## src/rtl/irq_pkg.sv

```systemverilog
// Shared definitions for irq_ctrl: FSM state type, cause-register field layout,
// interrupt-line limit and the fixed-priority selector.
package irq_pkg;

    localparam int unsigned N_IRQ_MAX     = 8;
    localparam logic [4:0]  EXCCODE_INT   = 5'd0;
    localparam int unsigned CAUSE_EXC_LSB = 2;
    localparam int unsigned CAUSE_IP_LSB  = 8;
    localparam int unsigned CAUSE_SID_LSB = 16;

    typedef enum logic [1:0] {
        ST_IDLE = 2'd0,
        ST_REQ  = 2'd1,
        ST_SERV = 2'd2
    } state_e;

    // Lowest set index wins; returns 0 for an all-zero vector.
    function automatic logic [2:0] prio_sel(input logic [N_IRQ_MAX-1:0] v);
        logic found;
        prio_sel = '0;
        found    = 1'b0;
        for (int unsigned i = 0; i < N_IRQ_MAX; i++) begin
            if (v[i] && !found) begin
                prio_sel = 3'(i);
                found    = 1'b1;
            end
        end
    endfunction

endpackage

```

## src/rtl/irq_edge_sync.sv

```systemverilog
// Per-line 2-flop synchronizer followed by a single-cycle rising-edge detector.
// Used by irq_ctrl only when IRQ_EDGE_DET_EN is defined.
module irq_edge_sync
    import irq_pkg::*;
#(
    parameter int unsigned N = N_IRQ_MAX
) (
    input  logic         clk,
    input  logic         rst,
    input  logic [N-1:0] irq,
    output logic [N-1:0] rise
);

    logic [N-1:0] sync1, sync2, prev;

    always_ff @(posedge clk or negedge rst) begin
        if (!rst) begin
            sync1 <= '0;
            sync2 <= '0;
            prev  <= '0;
        end else begin
            sync1 <= irq;
            sync2 <= sync1;
            prev  <= sync2;
        end
    end

    assign rise = sync2 & ~prev;

endmodule

```

## src/rtl/irq_ctrl.sv

```systemverilog
// Prioritised interrupt controller with IDLE/REQ/SERV handshake to the CPU.
// Define IRQ_EDGE_DET_EN for synchronised rising-edge events; default is level-sensitive.
module irq_ctrl
    import irq_pkg::*;
#(
    parameter int unsigned N_IRQ = 8
) (
    input  logic             clk,
    input  logic             rst,
    input  logic [N_IRQ-1:0] irq,
    input  logic [31:0]      sta,
    input  logic             inta,
    input  logic             eret,
    output logic             intr,
    output logic [2:0]       irq_id,
    output logic             busy,
    output logic [31:0]      cause
);

    state_e               state;
    logic [N_IRQ-1:0]     ev, pend, pend_n;
    logic [N_IRQ_MAX-1:0] pend_ext, elig, clr;
    logic [2:0]           sel, served_id;
    logic                 ack;
    logic                 unused_sta;

`ifdef IRQ_EDGE_DET_EN
    irq_edge_sync #(.N(N_IRQ)) u_edge_sync (
        .clk  (clk),
        .rst  (rst),
        .irq  (irq),
        .rise (ev)
    );
`else
    assign ev = irq;
`endif

    assign unused_sta = ^{sta[31:16], sta[7:1]};

    // Clearing uses the offered irq_id; a same-cycle event on that line re-sets it.
    always_comb begin
        pend_ext            = '0;
        pend_ext[N_IRQ-1:0] = pend;
        elig                = sta[0] ? (pend_ext & sta[15:8]) : '0;
        sel                 = prio_sel(elig);
        ack                 = (state == ST_REQ) && inta;
        clr                 = '0;
        if (ack) clr[irq_id] = 1'b1;
        pend_n = (pend & ~clr[N_IRQ-1:0]) | ev;
    end

    always_ff @(posedge clk or negedge rst) begin
        if (!rst) begin
            state     <= ST_IDLE;
            pend      <= '0;
            served_id <= '0;
            intr      <= 1'b0;
            irq_id    <= '0;
        end else begin
            pend <= pend_n;
            case (state)
                ST_IDLE: begin
                    if (elig != '0) begin
                        state  <= ST_REQ;
                        intr   <= 1'b1;
                        irq_id <= sel;
                    end
                end
                ST_REQ: begin
                    if (inta) begin
                        state     <= ST_SERV;
                        served_id <= irq_id;
                        intr      <= 1'b0;
                    end else if (elig == '0) begin
                        state <= ST_IDLE;
                        intr  <= 1'b0;
                    end else begin
                        irq_id <= sel;
                    end
                end
                ST_SERV: begin
                    if (eret) state <= ST_IDLE;
                end
                default: begin
                    state <= ST_IDLE;
                    intr  <= 1'b0;
                end
            endcase
        end
    end

    assign busy = (state == ST_SERV);

    always_comb begin
        cause                           = '0;
        cause[CAUSE_EXC_LSB +: 5]       = EXCCODE_INT;
        cause[CAUSE_IP_LSB +: 8]        = pend_ext;
        cause[CAUSE_SID_LSB +: 3]       = served_id;
    end

endmodule

```

## config.mk

```make
export PLATFORM = sky130hd
export DESIGN_NAME = irq_ctrl
export DESIGN_NICKNAME = d
export VERILOG_FILES = /design/src/rtl/irq_pkg.sv /design/src/rtl/irq_edge_sync.sv /design/src/rtl/irq_ctrl.sv
export SDC_FILE = /design/constraint.sdc
export NUM_CORES = 1
export LEC_CHECK = 0
export ABC_AREA = 0
export ABC_CLOCK_PERIOD_IN_PS = 3500
export BUFFER_PORTS_ARGS = -buffer_cell sky130_fd_sc_hd__clkbuf_2
export CAP_MARGIN = 25
export CELL_PAD_IN_SITES_DETAIL_PLACEMENT = 0
export CELL_PAD_IN_SITES_GLOBAL_PLACEMENT = 2
export CORE_MARGIN = 2
export CORE_UTILIZATION = 22
export DETAILED_ROUTE_END_ITERATION = 8
export PLACE_DENSITY_LB_ADDON = 0.25
export SETUP_SLACK_MARGIN = 0.05
export SYNTH_ARGS = -nofsm -noshare
export SYNTH_HDL_FRONTEND = slang
export SYNTH_SLANG_ARGS = --single-unit
```

## constraint.sdc

```tcl
create_clock -name clk -period 3.5 [get_ports clk]
set_clock_uncertainty 0.1 [all_clocks]
set_input_delay 0.7 -clock clk [delete_from_list [all_inputs] [get_ports clk]]
set_output_delay 0.7 -clock clk [all_outputs]
set_load 0.02 [all_outputs]
```

==> impl_metrics.tcl <==
set metrics [dict create \
    grt_util_met2 0.152 \
    synth-edff-count 0 \
    post_cts_buffers 0 \
    p_seq_frac 0.456 \
    worst_ep_arrival_time_ns 1.99 \
    setup.worst_path.start "sta[10]" \
    io_buffers 36 \
    grt.met1_usage 0.140 \
    die_y_um 72.8 \
    ys_types 27 \
    io_pins 81 \
    cts_resized 0 \
    cp.required_ns 3.53 \
    overflow 0 \
    viasPerCell 4.32 \
    min_period_ns 1.96 \
    top_usage_layer "met2" \
    ctsLongestPathBuffers 2 \
    drt_iter0_markers 16 \
    dp_cells 189 \
    run_status "complete, no violations" \
    diodes 0 \
    cts_tree "yes" \
    layoutNonFillerInstCount 193 \
    grt_pass1_vias 835 \
    routed_wl_um 2460 \
    dp_hpwl_um 2020 \
    fin_ws_ns 1.54 \
    worst-setup-path-type "input pin to flip-flop" \
    grt_usage 0.100 \
    end_kind "flip-flop" \
    swShare 0.356 \
    clk_pin_slew_ns 0.07 \
    ys.flop_type "dfrtp_1" \
    cellPowerDensity_mw_per_mm2 460 \
    initial_utilization 0.225 \
    wl_per_cell_um 12.8 \
    drive_above_1_share 0.317 \
    antenna_found_initial 0 \
    cts_buffers 3 \
    die-area_mm2 0.00530 \
    fillers 504 \
    maxCapViolCount 0 \
    intPower_w 0.000366 \
    cp_max_fo 4 \
    gp_congestion 0.720 \
    fmax_ghz 0.510 \
    row_count 25 \
    grt_use_met3 0.0221 \
    whs_ns 0.280 \
    power_leakage_nw 0.614 \
    final-setup-viol-count 0 \
    yosysSeqAreaShare 0.408 \
    ant_nets 0 \
    power_frac_clock 0.252 \
    synth_area_per_cell_um2 10.0 \
    drc_errors 0 \
    finalCritPeriodShare 0.560 \
    dr.pass1.iters 4 \
    reg2reg_from "pend[2]" \
    die_x_um 72.8 \
    cts_sinks 17 \
    dpl-instance-area_mm2 0.00119 \
    synthCells 104 \
    final_cell_area_mm2 0.00123 \
    htreeDepth 1 \
    cts_hold_buf 0 \
    synth-seq-cells 17 \
    vias 834 \
    synth_area_mm2 0.00104 \
    hp-class "input pin to asynchronous set/reset pin" \
    hold_viol 0 \
    async_flop_share 1.00 \
    cts-root-buf "clkbuf_8" \
    grt_max_degree 18 \
    ys_warn_count 0 \
    syn2layout_area_growth_pct 18.4 \
    p_switching_w 0.000202 \
    vdd_drop_max_v 0.000181 \
    fin_tns_setup_ns 0 \
    nNetsFinal 184 \
    power_frac_comb 0.291 \
    rsz0062_at_grt "false" \
    cp-start-kind "input pin" \
    clock_latency_ns 0.25 \
    pre_cts_slack_ns 1.28 \
    core_area_mm2 0.00463 \
    maxSlewViolCount 0 \
    grt_pass1_wl_um 4130 \
]
-- power groups by stage --
stage / Clock [W] / Combinational, W / Sequential (W)
after detailed placement: 0 / 0.000167 / 0.000263
final: 0.000143 / 0.000165 / 0.000259
after CTS: 0.000151 / 0.000168 / 0.000259
after global routing: 0.000160 / 0.000183 / 0.000266
after floorplan: 0 / 0.000111 / 0.000278
after global placement: 0 / 0.000165 / 0.000263
-- logic make-up (layout without fill, tap and decap cells) --
family | Yosys count | in the layout | synth area share
AO/OA/AOI/OAI | 25 | 25 | 0.217
buffers and inverters | 27 | 42 | 0.176
AND/OR/NAND/NOR | 31 | 31 | 0.151
flip-flops | 17 | 17 | 0.408
multiplexers | 3 | 3 | 0.0432
other | 1 | 21 | 0.00360
-- per-layer routing --
metal / vias up / wire (µm) / part of all wire
li1: 401 / - / -
met1: 387 / 1130 / 0.46
met2: 42 / 1110 / 0.45
met3: 4 / 197 / 0.080
met4: 0 / 25 / 0.010
met5: - / 0 / 0
-- final cells by class --
| class | count | area, µm² | share of cell area |
|---|---|---|---|
| Multi-Input combinational cell | 80 | 508 | 0.412 |
| Inverter | 2 | 7.51 | 0.00609 |
| Timing Repair Buffer | 36 | 180 | 0.146 |
| Tap cell | 54 | 67.6 | 0.0548 |
| Clock buffer | 4 | 45.0 | 0.0365 |
| Sequential cell | 17 | 425 | 0.345 |
-- synthesized netlist by cell type, types with 2 or more instances --
cell type | count | area [µm²]
a22o_1 | 6 | 52.6
nand4b_1 | 2 | 17.5
nand3b_1 | 3 | 22.5
clkbuf_1 | 3 | 11.3
mux2_4 | 3 | 45.0
dfrtp_1 | 17 | 425
a21o_1 | 7 | 52.6
o21ai_0 | 3 | 15.0
nand3_1 | 2 | 10.0
nor2_1 | 3 | 11.3
nand4_1 | 2 | 12.5
nand2b_1 | 2 | 12.5
inv_1 | 2 | 7.51
nand2_1 | 15 | 56.3
buf_4 | 22 | 165
-- cell usage in the layout (no fill, tap or decap) --
cell type	n
o2bb2ai_1	1
conb_1	21
a211oi_4	1
clkbuf_2	36
a22o_1	6
dfrtp_1	17
and2_1	1
nand2b_1	2
a221oi_1	1
nor2_1	3
o31ai_1	1
nand4b_1	2
nand4_1	2
nand2_1	15
clkbuf_1	1
o21ai_0	3
nand3b_1	3
nand3_1	2
and3b_1	1
mux2_4	3
a21o_1	7
inv_1	2
clkbuf_8	3
o41ai_4	1
a21boi_0	1
a22oi_1	1
o221ai_1	1
o211a_1	1
-- sequential cells by signal (all words and copies together), names as in the netlist --
signal,flops
irq_id,3
intr,1
served_id,3
pend,8
state,2
-- path summary, 6_finish.rpt --
kind | slack, ns | to | cells past startpoint
worst min-delay path | 0.28 | state[1] | 1
min in group clk | 0.38 | served_id[2] | 2
max in group asynchronous | 2.71 | pend[0] | 1
worst min register to register | 0.38 | served_id[2] | 2
worst max register to register | 1.67 | irq_id[0] | 4
worst max-delay path | 1.54 | irq_id[0] | 5
-- stage by stage --
stage / power [W] / util
finish: 0.000568 / 0.266
global route: 0.000608 / 0.266
CTS: 0.000578 / 0.266
detailed placement: 0.000429 / 0.257
global placement: 0.000428 / 0.257
floorplan: 0.000388 / -
-- critical path, cell delays in order --
cell      delay, ns
clkbuf_2       0.10
a22o_1         0.29
o41ai_4        0.47
a211oi_4       0.12
mux2_4         0.32
Power figures use the tool's default switching activity.
